<file path="src/rtl/button_press_filter.sv">
// button_press_filter: synchronizes and debounces twelve NES button lines,
// turns debounced rising edges into press events and queues them in a small
// show-ahead FIFO for the game logic.
// Optional build macro CHORD_REJECT_EN: a new press while another button is
// already held is rejected and counted as a drop instead of being queued.
module button_press_filter #(
  parameter int DEBOUNCE_CYCLES = 4,
  parameter int FIFO_DEPTH      = 4
) (
  input  logic        clk,
  input  logic        rst,
  input  logic [11:0] raw_buttons,
  input  logic        press_ready,
  output logic        press_valid,
  output logic [3:0]  press_code,
  output logic [11:0] held,
  output logic [4:0]  fifo_count,
  output logic [7:0]  drop_count
);

  localparam int         PW       = (FIFO_DEPTH > 1) ? $clog2(FIFO_DEPTH) : 1;
  localparam logic [7:0] CNT_LAST = 8'(DEBOUNCE_CYCLES - 1);
  localparam logic [4:0] CNT_FULL = 5'(FIFO_DEPTH);

  logic [11:0]   sync1_q, sync2_q;
  logic [11:0]   held_q, held_d, held_prev_q;
  logic [7:0]    cnt_q [12];
  logic [7:0]    cnt_d [12];
  logic [11:0]   pending_q, pending_d;
  logic [11:0]   rise, chord_blk, accept, drop_vec, push_onehot;
  logic [3:0]    mem_q [FIFO_DEPTH];
  logic [PW-1:0] wptr_q, rptr_q;
  logic [4:0]    count_q, count_d;
  logic [7:0]    drop_q, drop_d;
  logic [3:0]    push_idx;
  logic          push_any, push, pop;

  function automatic logic [3:0] popcnt12(input logic [11:0] v);
    logic [3:0] n;
    n = '0;
    for (int i = 0; i < 12; i++) n = n + {3'b000, v[i]};
    return n;
  endfunction

  function automatic logic [7:0] sat_add8(input logic [7:0] a, input logic [3:0] b);
    logic [8:0] s;
    s = {1'b0, a} + {5'b00000, b};
    return s[8] ? 8'hFF : s[7:0];
  endfunction

  // Per-bit debounce: count disagreeing samples, flip held on the last one.
  always_comb begin
    held_d = held_q;
    for (int i = 0; i < 12; i++) begin
      cnt_d[i] = '0;
      if (sync2_q[i] != held_q[i]) begin
        if (cnt_q[i] == CNT_LAST) held_d[i] = ~held_q[i];
        else                      cnt_d[i] = cnt_q[i] + 8'd1;
      end
    end
  end

  // Press detection on the registered held edge, with optional chord blocking.
  always_comb begin
    rise = held_q & ~held_prev_q;
`ifdef CHORD_REJECT_EN
    for (int i = 0; i < 12; i++) chord_blk[i] = |(held_prev_q & ~(12'd1 << i));
`else
    chord_blk = '0;
`endif
    drop_vec = rise & (pending_q | chord_blk);
    accept   = rise & ~pending_q & ~chord_blk;
  end

  // Lowest-index pending bit is the push candidate; one push per cycle.
  always_comb begin
    push_any = 1'b0;
    push_idx = '0;
    for (int i = 11; i >= 0; i--) begin
      if (pending_q[i]) begin
        push_any = 1'b1;
        push_idx = 4'(i);
      end
    end
    pop         = press_valid && press_ready;
    push        = push_any && ((count_q != CNT_FULL) || pop);
    push_onehot = push ? (12'd1 << push_idx) : '0;
    pending_d   = (pending_q & ~push_onehot) | accept;
    drop_d      = sat_add8(drop_q, popcnt12(drop_vec));
    case ({push, pop})
      2'b10:   count_d = count_q + 5'd1;
      2'b01:   count_d = count_q - 5'd1;
      default: count_d = count_q;
    endcase
  end

  // Control and status state, cleared by reset.
  always_ff @(posedge clk) begin
    if (rst) begin
      sync1_q     <= '0;
      sync2_q     <= '0;
      held_q      <= '0;
      held_prev_q <= '0;
      pending_q   <= '0;
      wptr_q      <= '0;
      rptr_q      <= '0;
      count_q     <= '0;
      drop_q      <= '0;
      for (int i = 0; i < 12; i++) cnt_q[i] <= '0;
    end else begin
      sync1_q     <= raw_buttons;
      sync2_q     <= sync1_q;
      held_q      <= held_d;
      held_prev_q <= held_q;
      pending_q   <= pending_d;
      count_q     <= count_d;
      drop_q      <= drop_d;
      for (int i = 0; i < 12; i++) cnt_q[i] <= cnt_d[i];
      if (push) wptr_q <= wptr_q + 1'b1;
      if (pop)  rptr_q <= rptr_q + 1'b1;
    end
  end

  // Queue storage; contents are don't-care until the pointers say otherwise.
  always_ff @(posedge clk) begin
    if (push && !rst) mem_q[wptr_q] <= push_idx;
  end

  assign press_valid = (count_q != 5'd0);
  assign press_code  = press_valid ? mem_q[rptr_q] : 4'd0;
  assign held        = held_q;
  assign fifo_count  = count_q;
  assign drop_count  = drop_q;

endmodule
</file>
<file path="config.mk">
export PLATFORM = sky130hd
export DESIGN_NAME = button_press_filter
export DESIGN_NICKNAME = d
export VERILOG_FILES = /design/src/rtl/button_press_filter.sv
export SDC_FILE = /design/constraint.sdc
export NUM_CORES = 1
export LEC_CHECK = 0
export ABC_AREA = 1
export BUFFER_PORTS_ARGS = -buffer_cell sky130_fd_sc_hd__buf_2
export CELL_PAD_IN_SITES_DETAIL_PLACEMENT = 1
export CELL_PAD_IN_SITES_GLOBAL_PLACEMENT = 2
export CORE_MARGIN = 1
export CORE_UTILIZATION = 37
export CTS_CLUSTER_SIZE = 28
export DETAILED_ROUTE_END_ITERATION = 8
export GPL_TIMING_DRIVEN = 1
export PLACE_DENSITY = 0.85
export SLEW_MARGIN = 40
export SYNTH_ARGS = -nofsm -noshare
export SYNTH_HDL_FRONTEND = slang
export SYNTH_SLANG_ARGS = --single-unit
</file>
<file path="constraint.sdc">
create_clock -name clk -period 6.16 [get_ports clk]
set_input_delay 0.616 -clock clk [delete_from_list [all_inputs] [get_ports clk]]
set_output_delay 0.616 -clock clk [all_outputs]
set_load 0.1 [all_outputs]
</file>
==> metrics.yaml, run 1 <==
postCtsSetupRepairBufs: 0
grt_pass1_wl_mm: 29.50
rr_worst_depth: 21
rows: 54
syn_area_um2: 8274
critPathLaunchType: "flip-flop"
regArea_um2: 3984
synthAdderAreaFrac_pct: 6.412
ir_drop_mv: 0.2054
synth_cells: 1033
antenna_cells: 0
holdPathEnd: "sync1_q[6]"
rsz0062_at_grt: "no"
hold_path_class: "in -> reg"
path_clk_slew_ns: 0.07
maxSlewHeadroom_pct: 48.02
die-area_um2: 22960
holdBufCountCts: 0
finalClockSkew_ns: 0.008651
cts_tree: "done"
drt_first_pass_iters: 4
portBuffers: 44
internal_power_w: 0.001992
final_common_cell: "inv_1"
hold_depth: 3
multi_input_area_um2: 3475
timing.final.crit_share_pct: 79.98
mostFrequentLayoutCells: "inv_1 (186), dfxtp_1 (175), nor2_1 (144)"
yosys_most_used_dff: "dfxtp_1"
regToRegStartpoint: "held[2]"
synth_area_leader_cell: "dfxtp_1"
yosys.area_share.simple_pct: 23.54
synth_top_family_by_area: "simple AND/OR/NAND/NOR gates"
synth.area.top_cells: "dfxtp_1 (42%), inv_1 (8.4%), nor2_1 (6.5%)"
synth_fp_nets: 1085
critical_path_class: "reg -> reg"
finalCriticalPeriod_ns: 4.927
dpl.hpwl_mm: 13.05
gr-total-overflow: 0
cp.required_ns: 6.48
die_y_um: 151.5
status: "finished, final reports clean"
initial_core_util_pct: 37.80
power_switching_w: 0.0009587
holdWs_ns: 0.3877
vias_per_cell: 4.701
r2r-end: "drop_count[0]"
grt_pass1_vias: 6541
maxSlewViolCount: 0
totalWireLength_mm: 17.28
cp_data_arrival_time_ns: 5.24
grt_max_degree: 47
final_nets: 1139
clockBufferDepth: 2
hp-start: "raw_buttons[6]"
numClockSinks: 191
grt_antenna_before_repair: 0
synth-seq-cells: 191
fmax_mhz: 203.0
ant_nets: 0
htreeDepth: 4
maxCapViolations: 0
die_w_um: 151.5
critPathBufInv: 6
seq_power_share_pct: 44.5
track_usage_pct: 16.26
ys_seq_area_share_pct: 48.15
syn_avg_cell_area_um2: 8.010
hold_viol_final: 0
drive_above_1_share_pct: 11.45
cp_top_family: "adder cells"
path_cells: "inv_1 > or2_2 > nor2_1 > fa_1 > inv_1 > fa_1 > fa_1 > inv_1 > fa_1 > fa_1 > fa_1 > nand2_1 > inv_1 > nor2_1 > nor2_1 > nor2_1 > o21ai_1 > nand3_1 > inv_1 > o21ai_0 > inv_1"
p_sw_share_pct: 32.50
cts_made_buffers: 17
layout.cells.non_filler: 1380
tightest_slew_ns: 0.7797
powerDensity_nw_per_um2: 314.1
areaGrowthSynthToFinish_pct: 13.50
critPathMaxFanout: 4
rrSetupSlack_ns: 1.23
numPlacedInstances: 1348
fin_setup_tns_ns: 0
p_leak_nw: 3.870
fill_cells: 2716
p_clk_share_pct: 37.0
yosysWarnings: 0
crit_path_end_kind: "flip-flop"
synth_top_area_share_pct: 42.34
clockRootBuffer: "clkbuf_16"
avgRoutedWirePerCell_um: 12.52
cp_slowest_cell: "fa_1"
synth-async-reset-ratio_pct: 0
critPathMaxStageDelay_ns: 0.54
clock_latency_ns: 0.43
drcViolationCount: 0
synthXorXnorAreaFrac_pct: 1.376
dr_total_vias: 6488
finalSetupViolCount: 0
ys_types: 40
gp_congestion: 0.7659
synth_compound_area_share_pct: 10.66
drt_iter0_markers: 252
synth_edf_count: 16
comb_power_share_pct: 18.5
cts_resized: 0
core_area_um2: 21890
muxShareOfSynthArea_pct: 0
pin_count: 45
-- metrics by stage --
| stage | worst slack (ns) | total power (W) | util [%] | cell area, µm² |
|---|---|---|---|---|
| finish | 1.233 | 0.002950 | 42.90 | 9392 |
| global route | 0.7788 | 0.003083 | 42.90 | 9392 |
| CTS | 1.191 | 0.002992 | 42.90 | 9392 |
| detailed placement | 1.212 | 0.001887 | 40.24 | 8810 |
| global placement | 1.322 | 0.001880 | 40.24 | 8810 |
| floorplan | 0.8526 | 0.001797 | - | 8274 |
-- worst register-to-register path, stage by stage, from the launching register on --
cell and delay, ns:
dfxtp_1 0.38, inv_1 0.09, or2_2 0.32, nor2_1 0.17, fa_1 0.45, inv_1 0.09
fa_1 0.42, fa_1 0.54, inv_1 0.06, fa_1 0.50, fa_1 0.48, fa_1 0.40
nand2_1 0.08, inv_1 0.05, nor2_1 0.08, nor2_1 0.06, nor2_1 0.12, o21ai_1 0.11
nand3_1 0.16, inv_1 0.08, o21ai_0 0.15, inv_1 0.05
-- cells in the mapped netlist, types with 2 or more instances --
library cell,instances
buf_1,4
edfxtp_1,16
nand4_1,8
fa_1,9
xor2_1,12
o21ai_0,45
a31oi_1,5
nor3_1,35
nor2_1,144
nor2_2,3
nand2_2,6
nand2_1,105
dfxtp_1,175
inv_1,186
nand2_4,2
ha_1,28
or2_2,9
nor4b_1,2
o21bai_1,4
nor2_4,3
buf_2,4
clkbuf_1,2
nand3_1,49
o21a_1,6
a21oi_1,86
nor3_2,2
nor4_1,20
o21ai_1,10
nor3b_1,20
o211ai_1,5
inv_2,19
-- layer usage --
metal / vias to the layer above / part of all wire, % / global-route usage, %
li1: 3414 / - / -
met4: 0 / 1.0 / 4.059
met5: - / 0 / 0
met2: 59 / 48 / 28.72
met3: 14 / 2.7 / 3.982
met1: 3001 / 48 / 19.68
-- flip-flops by register name (all words and copies together) (netlist names), named ones only --
name and count:
held 12, drop_count 8, sync1_q 12, pending_q 12
mem_q 16, sync2_q 12, fifo_count 5, wptr_q 2
cnt_q 96, held_prev_q 12, rptr_q 2
-- layout make-up --
type                            count  share of cell area [%]
Timing Repair Buffer               45                   2.425
Sequential cell                   191                   42.42
Clock buffer                       20                   5.089
Tap cell                          280                   3.730
Multi-Input combinational cell    626                   37.00
Clock inverter                     12                   1.106
Inverter                          206                   8.233
-- worst max-delay path by stage --
stage,start,slack (ns),depth (start not counted),endpoint
after floorplan,held[6],0.85,21,drop_count[0]
after global placement,held[2],1.32,21,drop_count[0]
after detailed placement,held[2],1.21,21,drop_count[0]
after CTS,held[2],1.19,21,drop_count[0]
after global routing,held[2],0.78,21,drop_count[1]
final,held[2],1.23,21,drop_count[0]
-- power by group through the flow --
stage / combinational (W) / clock, W / sequential (W)
floorplan: 0.000367 / 0 / 0.00143
CTS: 0.000547 / 0.00113 / 0.00131
global placement: 0.000539 / 0 / 0.00134
global route: 0.000585 / 0.00118 / 0.00132
finish: 0.000545 / 0.00109 / 0.00131
detailed placement: 0.000546 / 0 / 0.00134
-- logic make-up (layout without fill, tap and decap cells) --
kind of cell,after synthesis,after routing
AOI/OAI and AO/OA,164,164
xor gates and xnor gates,13,13
adders and majority gates,37,37
buffers and inverters,216,283
DFF,191,191
and+or+nand+nor,412,412
No activity file was read; power rests on OpenSTA's default activity.
==> run 2: changes to the inputs <==
- CORE_UTILIZATION: 37 -> 33
- PLACE_DENSITY: 0.85 -> 0.8
- clock period: 6.16 -> 4.5 ns (I/O delays scaled with it)
==> run 2 against run 1 <==
Global-route usage down 1.7 points. Critical path depth up 1. Die area up 12%. Largest cell class unchanged.
==> metrics.yaml, run 2 (same netlist as run 1, synthesis figures left out) <==
multi_input_area_um2: 3557  # +2.4%
hold_depth: 3  # unchanged
gp_congestion: 0.7843  # +2.4%
holdBufCountCts: 0  # unchanged
total_power_w: 0.003998  # +36%
path_clk_slew_ns: 0.07  # about the same
die_y_um: 160.3  # +5.8%
finalClockSkew_ns: 0.009012  # +0.0003607 ns
critPathBufInv: 7  # +1
die-area_um2: 25710  # +12%
ir_drop_mv: 0.5915  # +190%
grt_pass1_wl_mm: 30.77  # +4.3%
hold_path_class: "in -> reg"
pin_count: 45  # unchanged
clock_latency_ns: 0.43  # about the same
track_usage_pct: 14.60  # -1.7 points
maxSlewViolCount: 0  # unchanged
cts_tree: "done"
rr_worst_depth: 22  # +4.8%
grt_max_degree: 46  # -2.1%
powerDensity_nw_per_um2: 414.6  # +32%
hold_viol_final: 0  # unchanged
mostFrequentLayoutCells: "inv_1 (178), dfxtp_1 (169), nor2_1 (138)"
p_leak_nw: 3.941  # +1.8%
drive_above_1_share_pct: 15.26  # +3.8 points
vias_per_cell: 4.584  # -2.5%
tightest_slew_ns: 0.8092  # +0.02956 ns
r2r-end: "drop_count[7]"
maxCapViolations: 0  # unchanged
path_cells: "inv_2 > or2_4 > nor2_4 > fa_1 > inv_2 > fa_1 > fa_1 > inv_1 > fa_1 > fa_2 > fa_2 > nand2_1 > inv_2 > nor2_4 > nor2_4 > nor2_4 > o21ai_2 > buf_4 > inv_2 > nand3_1 > o211ai_1 > inv_1"
stdcell_area_um2: 9643  # +2.7%
holdPathEnd: "sync1_q[4]"
cp.required_ns: 4.82  # -1.66 ns
ant_nets: 0  # unchanged
final_nets: 1153  # +1.2%
avgRoutedWirePerCell_um: 12.23  # -2.3%
top_regs: "cnt_q (96), mem_q (16)"
critPathMaxStageDelay_ns: 0.51  # -0.03 ns
regArea_um2: 4004  # +0.50%
fmax_mhz: 226.2  # +11%
cp_data_arrival_time_ns: 4.74  # -0.50 ns
finalSetupViolCount: 0  # unchanged
regToRegStartpoint: "held[6]"
cts_made_buffers: 17  # unchanged
critPathLaunchType: "flip-flop"
drt_iter0_markers: 196  # -22%
top_register: "cnt_q"
postLayoutCoreUtil_pct: 39.42  # -3.5 points
totalWireLength_mm: 17.59  # +1.8%
finalCriticalPeriod_ns: 4.421  # -0.5056 ns
dr_total_vias: 6592  # +1.6%
placed_area_um2: 8967  # +1.8%
gr-total-overflow: 0  # unchanged
hp-start: "raw_buttons[4]"
die_w_um: 160.3  # +5.8%
fill_cells: 2985  # +9.9%
timing.final.crit_share_pct: 98.25  # +18 points
drcViolationCount: 0  # unchanged
rsz0062_at_grt: "yes"
clockRootBuffer: "clkbuf_16"
critPathMaxFanout: 3  # -1
rrSetupSlack_ns: 0.08  # -1.15 ns
initial_core_util_pct: 33.82  # -4.0 points
rows: 57  # +5.6%
grt_antenna_before_repair: 0  # unchanged
core_area_um2: 24460  # +12%
crit_path_end_kind: "flip-flop"
numClockSinks: 191  # unchanged
grt_pass1_vias: 6690  # +2.3%
clockBufferDepth: 2  # unchanged
portBuffers: 44  # unchanged
dp_slack_ns: -0.04418  # -1.256 ns
areaGrowthSynthToFinish_pct: 16.54
htreeDepth: 4  # unchanged
cp_top_family: "adder cells"
holdWs_ns: 0.2117  # -0.1760 ns
maxSlewHeadroom_pct: 45.97  # -2.0 points
dpl.hpwl_mm: 13.22  # +1.3%
drt_first_pass_iters: 4  # unchanged
setup_ws_ns: 0.07890  # -1.154 ns
largest_reg_flops: 96  # unchanged
cp_slowest_cell: "fa_1"
critical_path_class: "reg -> reg"
antenna_cells: 0  # unchanged
final_common_cell: "inv_1"
status: "finished, final reports clean"
## run 2: cell types whose count changed in the layout (fill, tap and decap cells not counted), sizes merged
cell	previous run	this run
inv	209	212
bufinv	1	0
buf	45	59
clkinvlp	3	2
clkbuf	20	19
## run 2: area by class of cell
cell class | count | share of cell area (%)
Multi-Input combinational cell | 626 | 36.89
Tap cell | 324 | 4.204
Timing Repair Buffer | 59 | 3.529
Inverter | 206 | 8.019
Sequential cell | 191 | 41.52
Clock inverter | 13 | 1.025
Clock buffer | 19 | 4.814
## run 2: power by group
part	internal [W]	leakage (nW)	total [W]	switching, W
logic	0.000148	2.09	0.000748	0.000600
registers	0.00175	1.57	0.00179	0.0000434
clock network	0.000765	0.277	0.00146	0.000693
## run 2: worst max-delay path by stage
stage / cells after the start / slack (ns) / startpoint / to
3_3_place_gp: 21 / 0.04 / held[0] / drop_count[0]
4_1_cts: 22 / 0.003 / held[6] / drop_count[7]
6_report: 22 / 0.08 / held[6] / drop_count[7]
5_1_grt: 22 / -0.12 / held[6] / drop_count[7]
3_5_place_dp: 21 / -0.04 / held[6] / drop_count[0]
2_1_floorplan: 21 / 0.006 / held[6] / drop_count[0]
## run 2: per-stage QoR
stage	setup TNS, ns	std cells
6_report	0	1438
2_1_floorplan	0	1033
3_5_place_dp	-0.07837	1400
4_1_cts	0	1437
3_3_place_gp	0	1400
5_1_grt	-0.4827	1438
## run 2: worst reg2reg max path: stages (launching register included)
cell      delay, ns
dfxtp_4        0.36
inv_2          0.04
or2_4          0.25
nor2_4         0.10
fa_1           0.43
inv_2          0.08
fa_1           0.44
fa_1           0.51
inv_1          0.05
fa_1           0.46
fa_2           0.40
fa_2           0.37
nand2_1        0.08
inv_2          0.05
nor2_4         0.09
nor2_4         0.05
nor2_4         0.10
o21ai_2        0.07
buf_4          0.14
inv_2          0.05
nand3_1        0.07
o211ai_1       0.09
inv_1          0.05
## run 2: routing by layer
| metal | wire, µm | part of all wire [%] | global-route usage, % |
|---|---|---|---|
| met4 | 198 | 1.1 | 4.286 |
| met3 | 428 | 2.4 | 3.357 |
| met2 | 8568 | 49 | 25.18 |
| met1 | 8398 | 48 | 18.11 |
| met5 | 0 | 0 | 0 |
## run 2: what timing repair did
item | in CTS | in global routing
resized for setup | 5 | 17
setup buffers | 5 | 2
gates cloned | 0 | 0
pin swaps | 1 | 6
setup endpoints to repair | 6 | 8
